File: src/rtl/parking_request_ctrl.sv
// Parking lot request front end: debounces the entry/exit buttons, tracks occupancy and
// issues one-tick press requests to the downstream sequencer, with a lockout while it runs.
module parking_request_ctrl #(
    parameter int unsigned DEBOUNCE_MS   = 20,
    parameter int unsigned CAPACITY      = 9,
    parameter int unsigned ENTRY_BUSY_MS = 2000,
    parameter int unsigned EXIT_BUSY_MS  = 4000
) (
    input  logic       ms,
    input  logic       rst_n,
    input  logic       btn_in,
    input  logic       btn_out,
    output logic       press,
    output logic       isOut,
    output logic [3:0] free_slots,
    output logic       lot_full,
    output logic       lot_empty,
    output logic       busy,
    output logic       reject
);

    localparam int unsigned CW = $clog2(DEBOUNCE_MS + 1);
    localparam logic [CW-1:0] CNT_LAST = CW'(DEBOUNCE_MS - 1);
    localparam logic [3:0] CAP4 = 4'(CAPACITY);
    localparam logic [11:0] ENTRY_LOAD = 12'(ENTRY_BUSY_MS);
    localparam logic [11:0] EXIT_LOAD = 12'(EXIT_BUSY_MS);

    localparam logic ST_IDLE = 1'b0;
    localparam logic ST_BUSY = 1'b1;

    // Bit 0 is the entry button, bit 1 the exit button.
    logic [1:0]         raw;
    logic [1:0]         sync1;
    logic [1:0]         sync2;
    logic [1:0]         deb;
    logic [1:0][CW-1:0] cnt;
    logic [1:0]         rise;

    logic        state_q, state_d;
    logic [11:0] timer_q, timer_d;
    logic        press_d, reject_d, isout_d, busy_d;
    logic [3:0]  free_d;

    assign raw = {btn_out, btn_in};

    always_ff @(posedge ms or negedge rst_n) begin
        if (!rst_n) begin
            sync1 <= '0;
            sync2 <= '0;
        end else begin
            sync1 <= raw;
            sync2 <= sync1;
        end
    end

    always_ff @(posedge ms or negedge rst_n) begin
        if (!rst_n) begin
            deb <= '0;
            cnt <= '0;
        end else begin
            for (int i = 0; i < 2; i++) begin
                if (sync2[i] == deb[i]) begin
                    cnt[i] <= '0;
                end else if (cnt[i] == CNT_LAST) begin
                    deb[i] <= ~deb[i];
                    cnt[i] <= '0;
                end else begin
                    cnt[i] <= cnt[i] + 1'b1;
                end
            end
        end
    end

    // Event strobe is taken on the tick the debounced level is about to rise, so the
    // press lands on the same edge as the debounced flip (2 + DEBOUNCE_MS ticks total).
    always_comb begin
        rise = '0;
        for (int i = 0; i < 2; i++) begin
            rise[i] = sync2[i] & ~deb[i] & (cnt[i] == CNT_LAST);
        end
    end

    always_comb begin
        state_d  = state_q;
        timer_d  = timer_q;
        press_d  = 1'b0;
        reject_d = 1'b0;
        isout_d  = isOut;
        free_d   = free_slots;
        busy_d   = busy;
        case (state_q)
            ST_IDLE: begin
                // Exit has priority; a simultaneous entry is silently dropped.
                if (rise[1]) begin
                    if (free_slots < CAP4) begin
                        press_d = 1'b1;
                        isout_d = 1'b1;
                        free_d  = free_slots + 4'd1;
                        busy_d  = 1'b1;
                        timer_d = EXIT_LOAD;
                        state_d = ST_BUSY;
                    end else begin
                        reject_d = 1'b1;
                    end
                end else if (rise[0]) begin
                    if (free_slots != 4'd0) begin
                        press_d = 1'b1;
                        isout_d = 1'b0;
                        free_d  = free_slots - 4'd1;
                        busy_d  = 1'b1;
                        timer_d = ENTRY_LOAD;
                        state_d = ST_BUSY;
                    end else begin
                        reject_d = 1'b1;
                    end
                end
            end
            ST_BUSY: begin
                if (|rise) begin
                    reject_d = 1'b1;
                end
                if (timer_q == 12'd0) begin
                    busy_d  = 1'b0;
                    state_d = ST_IDLE;
                end else begin
                    timer_d = timer_q - 12'd1;
                end
            end
            default: begin
                state_d = ST_IDLE;
                busy_d  = 1'b0;
            end
        endcase
    end

    always_ff @(posedge ms or negedge rst_n) begin
        if (!rst_n) begin
            state_q    <= ST_IDLE;
            timer_q    <= '0;
            press      <= 1'b0;
            reject     <= 1'b0;
            isOut      <= 1'b0;
            busy       <= 1'b0;
            free_slots <= CAP4;
        end else begin
            state_q    <= state_d;
            timer_q    <= timer_d;
            press      <= press_d;
            reject     <= reject_d;
            isOut      <= isout_d;
            busy       <= busy_d;
            free_slots <= free_d;
        end
    end

    assign lot_full  = (free_slots == 4'd0);
    assign lot_empty = (free_slots == CAP4);

endmodule

File: config.mk
export PLATFORM = sky130hd
export DESIGN_NAME = parking_request_ctrl
export DESIGN_NICKNAME = d
export VERILOG_FILES = /design/src/rtl/parking_request_ctrl.sv
export SDC_FILE = /design/constraint.sdc
export NUM_CORES = 1
export LEC_CHECK = 0
export ABC_AREA = 1
export CAP_MARGIN = 0
export CELL_PAD_IN_SITES_DETAIL_PLACEMENT = 0
export CELL_PAD_IN_SITES_GLOBAL_PLACEMENT = 1
export CORE_UTILIZATION = 47
export DETAILED_ROUTE_END_ITERATION = 16
export PLACE_DENSITY_LB_ADDON = 0.1
export REMOVE_ABC_BUFFERS = 1
export SLEW_MARGIN = 20
export SYNTH_ARGS = -nofsm -noshare
export SYNTH_HDL_FRONTEND = slang
export SYNTH_SLANG_ARGS = --single-unit
File: constraint.sdc
create_clock -name ms -period 2.8 [get_ports ms]
set_input_delay 0.56 -clock ms [delete_from_list [all_inputs] [get_ports ms]]
set_output_delay 0.56 -clock ms [all_outputs]
set_load 0.01 [all_outputs]
======== After elaboration in Yosys (flattened, before gate mapping) ========
Cells that the tools add are included.
word-level totals
  register bits ........................... 37
  bits of input ports ..................... 4
  output and inout port bits .............. 10
  logic and storage cells ................. 86
cells by class
  reductions and logical operators ........ 11
  mux-type cells .......................... 36
  add/sub/neg operators ................... 5
  order comparisons ....................... 1
  bitwise logic cells ..................... 9
  eq/ne operators ......................... 11
operators by type and width
  kind                     number
  $mux W12                 5
  $pmux W12 S2             1
  $mux W5                  4
  $mux W1                  19
  $mux W4                  4
  $logic_not A12 Y1        1
  $reduce_and A4 Y1        3
  $sub A12 B1 Y12 const B  1
  $add A5 B1 Y5 const B    2
  $eq A5 B5 Y1 const B     2
  $ne A3 B3 Y1 const B     3
  $pmux W1 S2              3
  $not A1 Y1               5
  $add A4 B1 Y4 const B    1
  $and A1 B1 Y1            4
  $eq A4 B4 Y1 const B     1
  $logic_not A4 Y1         1
  $lt A4 B4 Y1 const B     1
  $ne A2 B1 Y1 const B     2
  $reduce_and A2 Y1        2
  $reduce_bool A2 Y1       2
  $reduce_bool A4 Y1       1
  $sub A4 B1 Y4 const B    1
  $eq A1 B1 Y1             2
  other kinds (2)          2

======== Logic depth before layout (Yosys ltp) ========
  depth in word-level cells ............... 6
  gate-level depth with buffers ........... 12
  gate-level depth less buffers ........... 12

======== Worst setup path before layout ========
Ideal clock, no wire load.
  kind .................................... register to register
  from .................................... register cnt[5] (netlist bit)
  to ...................................... register free_slots[2]
  required time ........................... 2671 ps
  period minus slack after synthesis ...... 1660 ps
  slack ................................... 1140 ps
  buffers on the path ..................... 0
  stages on the path, launching flop included .. 13
  data arrival time ....................... 1532 ps
  library setup time ...................... 129 ps
  path through ............................ dfrtp_1 ha_1 nand2_1 clkinv_1 nand3_4 nand2_1 nand2_1 inv_1 ha_1 inv_1 nand2_1 xnor2_1 o21ai_0
on the way
  word-level cells in the longest chain between the ends .. 4
  elaborated cells on any way between the ends .. 7
  those cells by class .................... eq/ne (2); mux (1); bitwise (1); reduce/logical (3)
ends and longest elaborated chain
  what                                                                        RTL line  RTL
  start, declared                                                             36        logic [1:0][CW-1:0] cnt;
  start signal, assigned by index                                             68        cnt[i] <= cnt[i] + 1'b1;
  $eq A5 B5 Y1 *                                                              79        rise[i] = sync2[i] & ~deb[i] & (cnt[i] == CNT_LAST);
  $and A1 B1 Y1 *                                                             79
  $ne A2 B1 Y1 (no source line) / $reduce_bool A2 Y1 (equally long branches)  n/a
  $reduce_and A4 Y1 (no source line)                                          n/a
  end signal, assigned                                                        152       free_slots <= free_d;
  end, declared                                                               15        output logic [3:0] free_slots,
Mark *: on every way between the ends. The rest lies on a longest branch, timed or not.
A chain may end at the register's enable or synchronous reset.

======== Worst setup path in the final report ========
  from .................................... register free_slots[0]
  to ...................................... output lot_empty
on the way
  word-level cells in the longest chain between the ends .. 1
ends and longest elaborated chain
  what           RTL line  RTL
  $eq A4 B4 Y1   157       assign lot_empty = (free_slots == CAP4);
  end, declared  17        output logic lot_empty,
Every way passes these cells.

==> results.cfg <==
[finish]
layout.nets = 276
area_growth_pct = 13.40
n_antenna_cell = 0
final_layout_size_suffix_gt1_frac = 0.1057

[route]
vias = 1510
dr.pass1.iters = 4
route.detailed.drc = 0
drt-total-wl_mm = 3.546
antenna_left = 0
wl_per_cell_um = 11.26
via_per_inst = 4.794
dr.first_iter.drc_count = 53

[sta]
finalSetupTns_ns = 0
maxSlewViolCount = 0
fmax_mhz = 434.4
max_slew_margin = 0.4524
tightestPinTransition_ns = 0.8215
hold_viol = 0
setup_slack_ns = 0.4980
setup_viol = 0
min_period_ns = 2.302
rsz0062_at_grt = false
skew_ns = 0.01050
period_share = 0.8221

[synthesis]
seq_area_frac_synth = 0.4626
synth.area.top_cells = dfrtp_1 44%, nand2_1 13%, nor2_1 5.6%
synth_top_family_by_area = simple AND/OR/NAND/NOR gates
synth_warnings = 0
async_flop_share = 1.000
synth_top_area_share = 0.4364
synth_edf_count = 0
synth_most_common_cell = nand2_1
synth_compound_area_frac = 0.03990
synth_mux_area_frac = 0
ys_top_cells_by_count = 72 x nand2_1, 35 x dfrtp_1, 30 x nor2_1
synth_top_area_cell = dfrtp_1
yosys.area_share.adder = 0.04988
synth_simple_gate_area_frac = 0.3099
ys.flop_type = dfrtp_1
syn_inst = 245
synth_area_sq_mm = 0.002007
synth-xor-area-share = 0.06983
syn_avg_cell_area_sq_um = 8.192
yosysUniqueCellTypes = 26
ys_ff_latch = 37

[placed_design]
portBuffers = 13
hpwl_mm = 2.543
dp_slack_ns = 0.8243
place_congestion = 0.8184

[run_status]
status = finished, final reports clean

[grt]
grtUsageTotal = 0.1915
grt_first_pass_wirelength_mm = 6.182
antenna_found_initial = 0
grt.overflow.total = 0
grt_max_degree = 38
first_global_vias = 1373

[floorplanning]
num_rows = 23
die_w_um = 67.35
initial_core_util = 0.4946
core_sq_mm = 0.004058
dieArea_sq_mm = 0.004535
ios = 14
die_h_um = 67.35

[clocking]
clkTransAtPathRegs_ns = 0.08
cts_max_level = 2
clk-insertion-delay-late_ns = 0.29
cts_tree = yes
cts_hold_buf = 0
post_cts_buffers = 0
clock_sinks = 37
cts_root_buf = clkbuf_8
cts_made_buffers = 5
clk_path_buf_depth = 2
cts-resized-gates = 0

[worst_setup_path]
start_kind = register
worstSetupPathType = register to output port
worstPathRequired_ns = 2.24
path_max_fanout = 5
worstPathArrival_ns = 1.74
cp-end-kind = output port

[power]
power_leakage_uw = 0.001165
peakVddDrop_mv = 0.4302
p_per_area_mw_per_mm2 = 427.8

[flow_run]
maxCapViolations = 0

[min_path]
min_path_type = register to register
==> power breakdown <==
group	leakage, uW	switching [uW]	total [uW]	internal (uW)
combinational	0.000625	23.0	36.7	13.7
sequential	0.000495	7.22	551	544
clock	0.0000447	206	386	179
total	0.00117	236	974	737
==> flip-flops by register name, summed over array words and instances, names as in the netlist <==
name,count
busy,1
cnt,10
deb,2
free_slots,4
isOut,1
press,1
reject,1
state_q,1
sync1,2
sync2,2
timer_q,12
==> worst max-delay path, stage by stage (launching register included) <==
cell             delay [ns]
dfstp_2                0.58
inv_1                  0.08
nor4_1                 0.22
clkdlybuf4s50_1        0.57
==> through the flow <==
step	utilization	instance area, sq um	power (uW)	hold WS [ns]	instances
finish	0.5609	2276	973.5	0.3538	315
global route	0.5609	2276	1026	0.3590	315
CTS	0.5609	2276	994.3	0.3553	315
detailed placement	0.5378	2182	600.3	0.3355	307
global placement	0.5378	2182	600.1	0.3322	307
floorplan	-	1987	580.9	0.2644	243
==> cells in the final DEF (no fill, tap or decap), types with 4 or more instances in the layout <==
master           instances
nor2_1                  30
nand4_1                  5
nand2_1                 72
xor2_1                  11
clkbuf_8                 5
nand3_1                 18
ha_1                     8
clkdlybuf4s50_1         12
o21ai_0                  8
dfrtp_1                 35
xnor2_1                  5
o21ai_2                  4
inv_1                   27
==> cell families after synthesis <==
group,count (synthesis)
compound gates,13
xor+xnor,16
fa+ha+maj,8
buf+inv,33
flops,37
simple gates,138
==> layer usage <==
layer / part of all wire / up-vias / global-route usage
met4: 0.019 / 0 / 0.08777
met3: 0.041 / 5 / 0.05574
li1: - / 803 / -
met5: 0 / - / 0
met2: 0.42 / 31 / 0.2888
met1: 0.52 / 671 / 0.2521
==> area by class of cell <==
type | instances | area, sq um
Inverter | 31 | 116.4
Tap cell | 50 | 62.56
Clock inverter | 3 | 25.02
Fill cell | 384 | 1782
Timing Repair Buffer | 14 | 132.6
Clock buffer | 5 | 68.82
Sequential cell | 37 | 928.4
Multi-Input combinational cell | 175 | 942.2
==> final timing paths <==
kind	start	end	slack, ns	cells after the start
min	sync1[0]$_DFF_PN0_	sync2[0]$_DFF_PN0_	0.35	0
min in group asynchronous	rst_n	press$_DFF_PN0_	0.36	1
min reg2reg	sync1[0]$_DFF_PN0_	sync2[0]$_DFF_PN0_	0.35	0
max reg2reg	cnt[5]$_DFF_PN0_	free_slots[2]$_DFFE_PN0P_	0.98	12
max in group asynchronous	rst_n	timer_q[9]$_DFFE_PN0P_	1.92	1
max	free_slots[0]$_DFFE_PN1P_	lot_empty	0.50	3
(Power assumes the default switching activity.)
==> edit: new RTL, config.mk and constraints unchanged <==
Make the reset (`rst_n`) synchronous in 3 clocked blocks.
--- a/src/rtl/parking_request_ctrl.sv
+++ b/src/rtl/parking_request_ctrl.sv
@@ -43,7 +43,7 @@
 
     assign raw = {btn_out, btn_in};
 
-    always_ff @(posedge ms or negedge rst_n) begin
+    always_ff @(posedge ms) begin
         if (!rst_n) begin
             sync1 <= '0;
             sync2 <= '0;
@@ -53,7 +53,7 @@
         end
     end
 
-    always_ff @(posedge ms or negedge rst_n) begin
+    always_ff @(posedge ms) begin
         if (!rst_n) begin
             deb <= '0;
             cnt <= '0;
@@ -133,7 +133,7 @@
         endcase
     end
 
-    always_ff @(posedge ms or negedge rst_n) begin
+    always_ff @(posedge ms) begin
         if (!rst_n) begin
             state_q    <= ST_IDLE;
             timer_q    <= '0;
Check against the original RTL: same outputs for any inputs over 10 cycles, from zero or initial values and one cycle with rst_n low; that may be too few to reach the edited logic, so the function may still have changed.
==> edit against the unedited design <==
Sequential cell count unchanged. Synthesized cell count increased by 17%. Critical path type unchanged. Final area increased by 1.8%. Routed wire length increased by 10%. Synthesized area decreased by 0.12%. Setup slack improved by 0.14 ns. Clock power increased by 27%. Total power increased by 7.1%. Register-to-register slack improved by 0.07 ns. Hold slack improved by 0.064 ns. Die area decreased by 0.12%.
==> edit: results (changes against the unedited design) <==
stage	metric	value	unit	change
finish	nFillCells	417		was 384
run_status	status	finished clean		unchanged
grt	grt_pass1_vias	1529		was 1373
sta	relSlewSlack	71.9	%	was 45.2%
grt	met2_usage	31.0	%	was 28.9%
grt	grt_start_max_net_pins	17		was 38
finish	drive_gt1_share	13.0	%	was 10.6%
grt	grt_use_total	19.8	%	was 19.1%
critical_path	cp.arrival	1.60	ns	was 1.74 ns
grt	grt_first_pass_wirelength	6660	µm	was 6180 µm
critical_path	cpMaxStageDelayCell	clkdlybuf4s50_1		was dfstp_2
detailed_routing	viasPerCell	4.88		was 4.79
synth	yosysSeqAreaShare	37.0	%	was 46.3%
synth	synthArstFlopShare	0	%	was 100%
finish	nets	318		was 276
detailed_routing	wl_per_cell	10.9	µm	was 11.3 µm
detailed_routing	route.met3.wl	109	µm	was 146 µm
placement	gp_congestion	0.752		was 0.818
detailed_routing	dr_wl_met2	1710	µm	was 1500 µm
pwr	p_switching	0.215	mW	was 0.236 mW
pwr	p_leak	1.11	nW	was 1.17 nW
placement	dp.cells	349		was 307
finish	fin_cells	357		was 315
grt	use_met1	25.8	%	was 25.2%
placement	place_area	0.00220	mm²	was 0.00218 mm²
grt	globalRouteMet3Util	5.07	%	was 5.57%
==> edit: cell types whose count changed in the layout (fill, tap and decap cells not counted), moves of 3 or more <==
cell,change
dfxtp_1,+37
dfrtp_1,-35
inv_1,+11
nand3_1,+11
a21oi_2,+9
nor2_1,+9
a21oi_1,+8
nand2_2,+6
xor2_1,-5
o21ai_2,-4
nand2_1,-3
xnor2_1,-3
==> edit: final cells by class <==
cell class	count	area, µm²	area share (%)
clock buffer	6	82.6	3.56
inverter	41	154	6.64
clock inverter	2	37.5	1.62
multi-input combinational	205	1090	46.9
timing repair buffer	16	153	6.59
tap	50	62.6	2.70
sequential	37	741	32.0
==> edit: worst paths after layout <==
| path | startpoint | to | slack, ns | cells past startpoint |
|---|---|---|---|---|
| setup / recovery | free_slots[1] | lot_full | 0.64 | 4 |
| setup reg to reg | cnt[5] | free_slots[3] | 1.05 | 11 |
| hold reg to reg | sync1[1] | sync2[1] | 0.42 | 2 |
| hold / removal | sync1[1] | sync2[1] | 0.42 | 2 |
==> edit: cells by family after synthesis <==
logic type | share of synthesized area (%)
simple gates | 37.3
buf+inv | 8.80
flops | 37.0
compound gates | 8.43
xor+xnor | 3.50
fa+ha+maj | 4.99
==> edit: worst max-delay path: cells and delay by family (launching register included) <==
kind                   cells  cell delay [ns]
DFF                        1             0.37
buffers and inverters      2             0.66
and+or+nand+nor            2             0.28
==> edit: power groups by stage <==
stage | sequential [mW] | combinational (mW) | clock (mW)
6_report | 0.530 | 0.0235 | 0.489
5_1_grt | 0.531 | 0.0267 | 0.528
4_1_cts | 0.530 | 0.0240 | 0.501
3_5_place_dp | 0.543 | 0.0239 | 0
3_3_place_gp | 0.543 | 0.0238 | 0
2_1_floorplan | 0.543 | 0.0118 | 0
